## src/rtl/fm_bus_sched_if.sv

```systemverilog
// Register-bus scheduler port bundle: two requester channels plus the strobe bus toward fm_top.
// master = scheduler view, slave = requesters/register-port view.
interface fm_bus_sched_if;
   logic       a_req;
   logic       a_rw;
   logic [5:0] a_addr;
   logic [7:0] a_wdata;
   logic       a_gnt;
   logic       a_rvalid;

   logic       b_req;
   logic       b_rw;
   logic [5:0] b_addr;
   logic [7:0] b_wdata;
   logic       b_gnt;
   logic       b_rvalid;

   logic [7:0] rdata;
   logic       busy;

   logic       RWb;
   logic       CEb;
   logic [5:0] reg_addr;
   logic [7:0] bus_wdata;
   logic [7:0] bus_rdata;

   modport master (
      input  a_req, a_rw, a_addr, a_wdata,
      input  b_req, b_rw, b_addr, b_wdata,
      input  bus_rdata,
      output a_gnt, a_rvalid, b_gnt, b_rvalid,
      output rdata, busy,
      output RWb, CEb, reg_addr, bus_wdata
   );

   modport slave (
      output a_req, a_rw, a_addr, a_wdata,
      output b_req, b_rw, b_addr, b_wdata,
      output bus_rdata,
      input  a_gnt, a_rvalid, b_gnt, b_rvalid,
      input  rdata, busy,
      input  RWb, CEb, reg_addr, bus_wdata
   );
endinterface

```

## src/rtl/fm_bus_sched.sv

```systemverilog
// Round-robin scheduler sharing fm_top's RWb/CEb register strobe bus between requesters A and B,
// with programmable strobe/recovery widths and read-data return to the winner.
module fm_bus_sched #(
   parameter int unsigned STROBE_CYC  = 2,
   parameter int unsigned RECOVER_CYC = 1
) (
   input logic            clk,
   input logic            rst_n,
   fm_bus_sched_if.master bus
);

   localparam int unsigned MaxCyc = (STROBE_CYC > RECOVER_CYC) ? STROBE_CYC : RECOVER_CYC;
   localparam int unsigned CntW   = (MaxCyc > 1) ? $clog2(MaxCyc) : 1;

   typedef enum logic [1:0] {StIdle, StSetup, StStrobe, StRecover} state_e;

   state_e          state_q, state_d;
   logic [CntW-1:0] cnt_q, cnt_d;

   logic       rw_q;
   logic [5:0] addr_q;
   logic [7:0] wdata_q;
   logic       owner_q;
   logic       last_q;
   logic [7:0] rdata_q;
   logic       ceb_q, rwb_q;
   logic       a_gnt_q, b_gnt_q, a_rvalid_q, b_rvalid_q;

   logic       cnt_done, arb_slot, win, pick_b;
   logic       win_rw;
   logic [5:0] win_addr;
   logic [7:0] win_wdata;
   logic       sample_rd;
   logic       ceb_d, rwb_d, a_gnt_d, b_gnt_d, a_rvalid_d, b_rvalid_d;

   assign cnt_done = (cnt_q == '0);
   // last_q = 1 means B won last; on a tie the other requester wins.
   assign pick_b   = bus.b_req & (~bus.a_req | ~last_q);
   assign arb_slot = (state_q == StIdle) | ((state_q == StRecover) & cnt_done);
   assign win      = arb_slot & (bus.a_req | bus.b_req);

   assign win_rw    = pick_b ? bus.b_rw    : bus.a_rw;
   assign win_addr  = pick_b ? bus.b_addr  : bus.a_addr;
   assign win_wdata = pick_b ? bus.b_wdata : bus.a_wdata;

   always_ff @(posedge clk) begin
      if (!rst_n) begin
         state_q <= StIdle;
         cnt_q   <= '0;
      end else begin
         state_q <= state_d;
         cnt_q   <= cnt_d;
      end
   end

   always_comb begin
      state_d = state_q;
      cnt_d   = cnt_q;
      unique case (state_q)
         StIdle: begin
            if (win) state_d = StSetup;
         end
         StSetup: begin
            state_d = StStrobe;
            cnt_d   = CntW'(STROBE_CYC - 1);
         end
         StStrobe: begin
            if (cnt_done) begin
               state_d = StRecover;
               cnt_d   = CntW'(RECOVER_CYC - 1);
            end else begin
               cnt_d = cnt_q - CntW'(1);
            end
         end
         StRecover: begin
            if (cnt_done) state_d = win ? StSetup : StIdle;
            else          cnt_d   = cnt_q - CntW'(1);
         end
         default: state_d = StIdle;
      endcase
   end

   // Bus outputs are computed from the next state so they come straight out of flops.
   always_comb begin
      sample_rd  = (state_q == StStrobe) & cnt_done & rw_q;
      ceb_d      = (state_d != StStrobe);
      rwb_d      = (state_d == StIdle) ? 1'b1 : (win ? win_rw : rw_q);
      a_gnt_d    = win & ~pick_b;
      b_gnt_d    = win & pick_b;
      a_rvalid_d = sample_rd & ~owner_q;
      b_rvalid_d = sample_rd & owner_q;
   end

   always_ff @(posedge clk) begin
      if (!rst_n) begin
         rw_q       <= 1'b1;
         addr_q     <= '0;
         wdata_q    <= '0;
         owner_q    <= 1'b0;
         last_q     <= 1'b1;
         rdata_q    <= '0;
         ceb_q      <= 1'b1;
         rwb_q      <= 1'b1;
         a_gnt_q    <= 1'b0;
         b_gnt_q    <= 1'b0;
         a_rvalid_q <= 1'b0;
         b_rvalid_q <= 1'b0;
      end else begin
         if (win) begin
            rw_q    <= win_rw;
            addr_q  <= win_addr;
            wdata_q <= win_rw ? 8'h00 : win_wdata;
            owner_q <= pick_b;
            last_q  <= pick_b;
         end
         if (sample_rd) rdata_q <= bus.bus_rdata;
         ceb_q      <= ceb_d;
         rwb_q      <= rwb_d;
         a_gnt_q    <= a_gnt_d;
         b_gnt_q    <= b_gnt_d;
         a_rvalid_q <= a_rvalid_d;
         b_rvalid_q <= b_rvalid_d;
      end
   end

   assign bus.a_gnt     = a_gnt_q;
   assign bus.b_gnt     = b_gnt_q;
   assign bus.a_rvalid  = a_rvalid_q;
   assign bus.b_rvalid  = b_rvalid_q;
   assign bus.rdata     = rdata_q;
   assign bus.busy      = (state_q != StIdle);
   assign bus.RWb       = rwb_q;
   assign bus.CEb       = ceb_q;
   assign bus.reg_addr  = addr_q;
   assign bus.bus_wdata = wdata_q;

endmodule

```

## src/flat_wrapper.sv

```systemverilog
// flat-port wrapper written by rule: the top's interface ports become plain ports
module fm_bus_sched_flat 
#(
   parameter int unsigned STROBE_CYC  = 2,
   parameter int unsigned RECOVER_CYC = 1
)
  (clk, rst_n, bus_a_req, bus_a_rw, bus_a_addr, bus_a_wdata, bus_b_req, bus_b_rw, bus_b_addr, bus_b_wdata, bus_bus_rdata, bus_a_gnt, bus_a_rvalid, bus_b_gnt, bus_b_rvalid, bus_rdata, bus_busy, bus_RWb, bus_CEb, bus_reg_addr, bus_bus_wdata);
  fm_bus_sched_if bus_i ();
  input logic clk;
  input logic rst_n;
  input wire logic [$bits(bus_i.a_req)-1:0] bus_a_req;
  input wire logic [$bits(bus_i.a_rw)-1:0] bus_a_rw;
  input wire logic [$bits(bus_i.a_addr)-1:0] bus_a_addr;
  input wire logic [$bits(bus_i.a_wdata)-1:0] bus_a_wdata;
  input wire logic [$bits(bus_i.b_req)-1:0] bus_b_req;
  input wire logic [$bits(bus_i.b_rw)-1:0] bus_b_rw;
  input wire logic [$bits(bus_i.b_addr)-1:0] bus_b_addr;
  input wire logic [$bits(bus_i.b_wdata)-1:0] bus_b_wdata;
  input wire logic [$bits(bus_i.bus_rdata)-1:0] bus_bus_rdata;
  output wire logic [$bits(bus_i.a_gnt)-1:0] bus_a_gnt;
  output wire logic [$bits(bus_i.a_rvalid)-1:0] bus_a_rvalid;
  output wire logic [$bits(bus_i.b_gnt)-1:0] bus_b_gnt;
  output wire logic [$bits(bus_i.b_rvalid)-1:0] bus_b_rvalid;
  output wire logic [$bits(bus_i.rdata)-1:0] bus_rdata;
  output wire logic [$bits(bus_i.busy)-1:0] bus_busy;
  output wire logic [$bits(bus_i.RWb)-1:0] bus_RWb;
  output wire logic [$bits(bus_i.CEb)-1:0] bus_CEb;
  output wire logic [$bits(bus_i.reg_addr)-1:0] bus_reg_addr;
  output wire logic [$bits(bus_i.bus_wdata)-1:0] bus_bus_wdata;
  assign bus_i.a_req = bus_a_req;
  assign bus_i.a_rw = bus_a_rw;
  assign bus_i.a_addr = bus_a_addr;
  assign bus_i.a_wdata = bus_a_wdata;
  assign bus_i.b_req = bus_b_req;
  assign bus_i.b_rw = bus_b_rw;
  assign bus_i.b_addr = bus_b_addr;
  assign bus_i.b_wdata = bus_b_wdata;
  assign bus_i.bus_rdata = bus_bus_rdata;
  assign bus_a_gnt = bus_i.a_gnt;
  assign bus_a_rvalid = bus_i.a_rvalid;
  assign bus_b_gnt = bus_i.b_gnt;
  assign bus_b_rvalid = bus_i.b_rvalid;
  assign bus_rdata = bus_i.rdata;
  assign bus_busy = bus_i.busy;
  assign bus_RWb = bus_i.RWb;
  assign bus_CEb = bus_i.CEb;
  assign bus_reg_addr = bus_i.reg_addr;
  assign bus_bus_wdata = bus_i.bus_wdata;
  fm_bus_sched #(.STROBE_CYC(STROBE_CYC), .RECOVER_CYC(RECOVER_CYC)) u_core (.clk(clk), .rst_n(rst_n), .bus(bus_i));
endmodule
```

## config.mk

```make
export PLATFORM = sky130hd
export DESIGN_NAME = fm_bus_sched_flat
export DESIGN_NICKNAME = d
export VERILOG_FILES = /design/src/rtl/fm_bus_sched_if.sv /design/src/rtl/fm_bus_sched.sv /design/src/flat_wrapper.sv
export SDC_FILE = /design/constraint.sdc
export NUM_CORES = 1
export LEC_CHECK = 0
export BUFFER_PORTS_ARGS = -buffer_cell sky130_fd_sc_hd__buf_2
export CORE_ASPECT_RATIO = 0.8
export CORE_UTILIZATION = 39
export DETAILED_ROUTE_END_ITERATION = 6
export GPL_ROUTABILITY_DRIVEN = 0
export HOLD_SLACK_MARGIN = 0.03
export PLACE_DENSITY = 0.74
export SYNTH_ARGS = -nofsm -noshare
export SYNTH_HDL_FRONTEND = slang
export SYNTH_SLANG_ARGS = --single-unit
```

## constraint.sdc

```tcl
create_clock -name clk -period 1.2 [get_ports clk]
set_input_delay 0.06 -clock clk [delete_from_list [all_inputs] [get_ports clk]]
set_output_delay 0.06 -clock clk [all_outputs]
set_load 0.005 [all_outputs]
```

==> out/qor.csv <==
stage,metric,value,unit
die,dieArea,3670,um^2
pwr,p_per_area,1430,nW/um^2
pwr,max-vdd-ir-drop,850,uV
die,ios,71,
logic_synthesis,yosysSeqAreaShare,50.9,%
die,die_h,54.4,um
setup_path,crit_required,1.41,ns
setup_path,path_max_fanout,18,
timing,tns,-0.443,ns
die,rows,18,
global_route,grt_max_degree,19,
setup_path,worstSetupPathType,flop to flop,
setup_path,cp_data_arrival_time,1.45,ns
job,drv_cap,0,
clocking,cts_max_level,2,
hold_path,hp-class,input port to flop,
logic_synthesis,syn-cell-area,1340,um^2
timing,slew_headroom,80.5,%
global_route,antenna_found_initial,0,
clocking,clkSinkCount,34,
placed_design,portBuffers,70,
global_route,grt_pass1_wl,5010,um
status,violations,negative setup slack,
logic_synthesis,synth.avg_cell_area,8.98,um^2
timing,setup_viol,14,
global_route,grt_pass1_vias,1172,
layout,final_nets,281,
logic_synthesis,synth_seq_cells,34,
layout,multi_input_area,618,um^2
routing,routedWlPerCell,12.1,um
pwr,p_leak,0.973,nW
timing,skew,0.00158,ns
routing,dr.first_iter.drc_count,66,
timing,fin_crit_sh,104,%
hold_path,holdPathEnd,u_core.bus.CEb$_SDFF_PN1_,
timing,setup_slack,-0.0446,ns
logic_synthesis,synth_nets,191,
die,coreArea,3180,um^2
die,die_w,67.5,um
layout,fillers,266,
timing,tightest_slew,0.291,ns
timing,rsz0062_at_grt,true,
logic_synthesis,ys_warn_count,0,
timing,layout_min_cycle_time,1.24,ns
setup_path,reg2reg_slack,-0.04,ns
setup_path,r2r_cells,5,
routing,drc,0,
hold_path,hold_start,rst_n,
timing,fmax,803,MHz
routing,vias,1400,
setup_path,crit_chain,or2_4 > a21oi_4 > buf_12 > o21ai_1 > a21oi_1,
layout,area_growth,51.4,%
clocking,clk_pin_slew,0.07,ns
clocking,cts_tree,built,
routing,first_pass_iters,4,
placed_design,dp.cells,263,
setup_path,critPathMaxStageDelay,0.33,ns
timing,drv_slew,0,
routing,routed_wl,3380,um
routing,viasPerCell,5.00,
die,initial_core_util,42.1,%
layout,final_cells,280,
global_route,grt-ovfl-total,0,
layout,antenna_cells,0,
pwr,power,0.00289,W
clocking,cts_buffers,5,
timing,hold_viol_final,0,
clocking,clock_tree.buffer_depth,2,
setup_path,startpoint_type,flop,
timing,hold_slack,0.0532,ns
hold_path,holdPathStages,2,
logic_synthesis,ys_types,26,
placed_design,hpwlAfterDp,2340,um
status,status,"complete, but fails checks",
setup_path,setup.worst_path.end_class,flop,
setup_path,crit_slowest_cell,dfxtp_2,
logic_synthesis,synthCells,149,
global_route,grt_use_total,18.6,%
routing,ant_nets,0,
setup_path,startpoint,u_core.state_q[1]$_SDFF_PN0_,
layout,layout-drive-gt1-share,44.6,%
clocking,insertion_delay,0.28,ns
setup_path,reg2reg_to,u_core.bus.bus_wdata[7]$_SDFFE_PN0P_,
layout,regArea,683,um^2
setup_path,timing.rr.start,u_core.state_q[1]$_SDFF_PN0_,
clocking,clk_root_buffer_cell,clkbuf_8,
Yosys cell counts:
master / count / area share [%]
or2_4: 1 / 0.65
nor3b_1: 1 / 0.56
nor2b_1: 1 / 0.47
a21boi_2: 1 / 0.84
a22oi_1: 7 / 3.9
a31oi_1: 2 / 0.94
o31a_1: 1 / 0.65
nor4_1: 1 / 0.47
a21oi_4: 1 / 1.2
and2_1: 1 / 0.47
buf_2: 3 / 1.1
o21ai_0: 17 / 6.4
nor3_1: 2 / 0.75
dfxtp_1: 34 / 51
nand3b_1: 1 / 0.56
clkbuf_1: 4 / 1.1
o211a_1: 1 / 0.75
nand2_1: 19 / 5.3
inv_1: 4 / 1.1
nor2_1: 5 / 1.4
buf_6: 3 / 2.5
and3_1: 5 / 2.3
a21oi_1: 23 / 8.6
a21boi_0: 1 / 0.56
mux2i_1: 7 / 5.2
nand3_1: 3 / 1.1
registers in the layout, summed over array words and instances, names as in the netlist, 2 cells and up:
| register | count |
|---|---|
| u_core.bus.rdata | 8 |
| u_core.state_q | 2 |
| u_core.bus.bus_wdata | 8 |
| u_core.bus.reg_addr | 6 |
where the power goes:
group,switching [W],internal [W]
Clock,0.000392,0.000460
Sequential,0.0000701,0.00126
Combinational,0.000335,0.000370
Total,0.000797,0.00209
per-layer routing:
| metal | vias up | track usage [%] | share of wire (%) | routed length [um] |
|---|---|---|---|---|
| li1 | 708 | - | - | - |
| met1 | 652 | 22.7 | 46 | 1560 |
| met2 | 35 | 31.4 | 49 | 1650 |
| met3 | 5 | 5.63 | 3.8 | 127 |
| met4 | 0 | 6.38 | 1.2 | 40 |
| met5 | - | 0 | 0 | 0 |
worst max-delay path, delay by kind of cell, from the launching register on:
family	cells	cell delay [ns]
AOI/OAI and AO/OA	3	0.39
and+or+nand+nor	1	0.27
buffers and inverters	1	0.18
DFF	1	0.33
cells in the final DEF, fill, tap and decap left out, types with 2 or more instances in the layout:
master,synthesis,final
inv_1,4,4
buf_4,0,12
nand3_1,3,3
o21ai_0,17,4
dfxtp_1,34,32
mux2i_1,7,7
a31oi_1,2,2
a21oi_1,23,22
dfxtp_2,0,2
clkbuf_8,0,6
nor3_1,2,2
buf_6,3,2
nor2_1,5,4
o21ai_2,0,4
dlygate4sd3_1,0,8
nand2_1,19,18
o21ai_1,0,9
and3_1,5,5
a22oi_1,7,7
buf_2,3,70
final cells by class:
cell class	instances	area share [%]
tap	40	2.47
clock buffer	6	4.08
clock inverter	2	0.618
inverter	4	0.742
timing repair buffer	93	27.8
sequential	34	33.7
multi-input combinational	101	30.5
through the flow:
step | utilization [%] | cell area, um^2 | worst slack, ns
detailed placement | 56.4 | 1790 | -0.0144
floorplan | - | 1340 | -0.0302
CTS | 62.1 | 1970 | -0.0245
global placement | 56.4 | 1790 | -0.00829
global route | 63.8 | 2020 | -0.119
finish | 63.8 | 2020 | -0.0446
repair_timing:
action,4_1_cts,5_1_grt
endpoints found under the setup margin,17,22
pin swaps,0,1
buffers inserted,0,1
resized for setup,5,20
endpoints found under the hold margin,8,0
hold buffers,8,0
worst max path at each step:
stage	endpoint
after CTS	u_core.bus.bus_wdata[5]$_SDFFE_PN0P_
after global placement	u_core.last_q$_SDFFE_PN1P_
final	u_core.bus.bus_wdata[7]$_SDFFE_PN0P_
after detailed placement	u_core.bus.bus_wdata[4]$_SDFFE_PN0P_
after floorplan	u_core.owner_q$_SDFFE_PN0P_
after global routing	u_core.bus.bus_wdata[1]$_SDFFE_PN0P_
cells by family after synthesis:
family	after synthesis	share of synthesized area, %
AOI/OAI and AO/OA	54	23.9
buffers and inverters	14	5.89
DFF	34	50.9
muxes	7	5.24
and+or+nand+nor	40	14.1
Power figures use the tool's default switching activity.
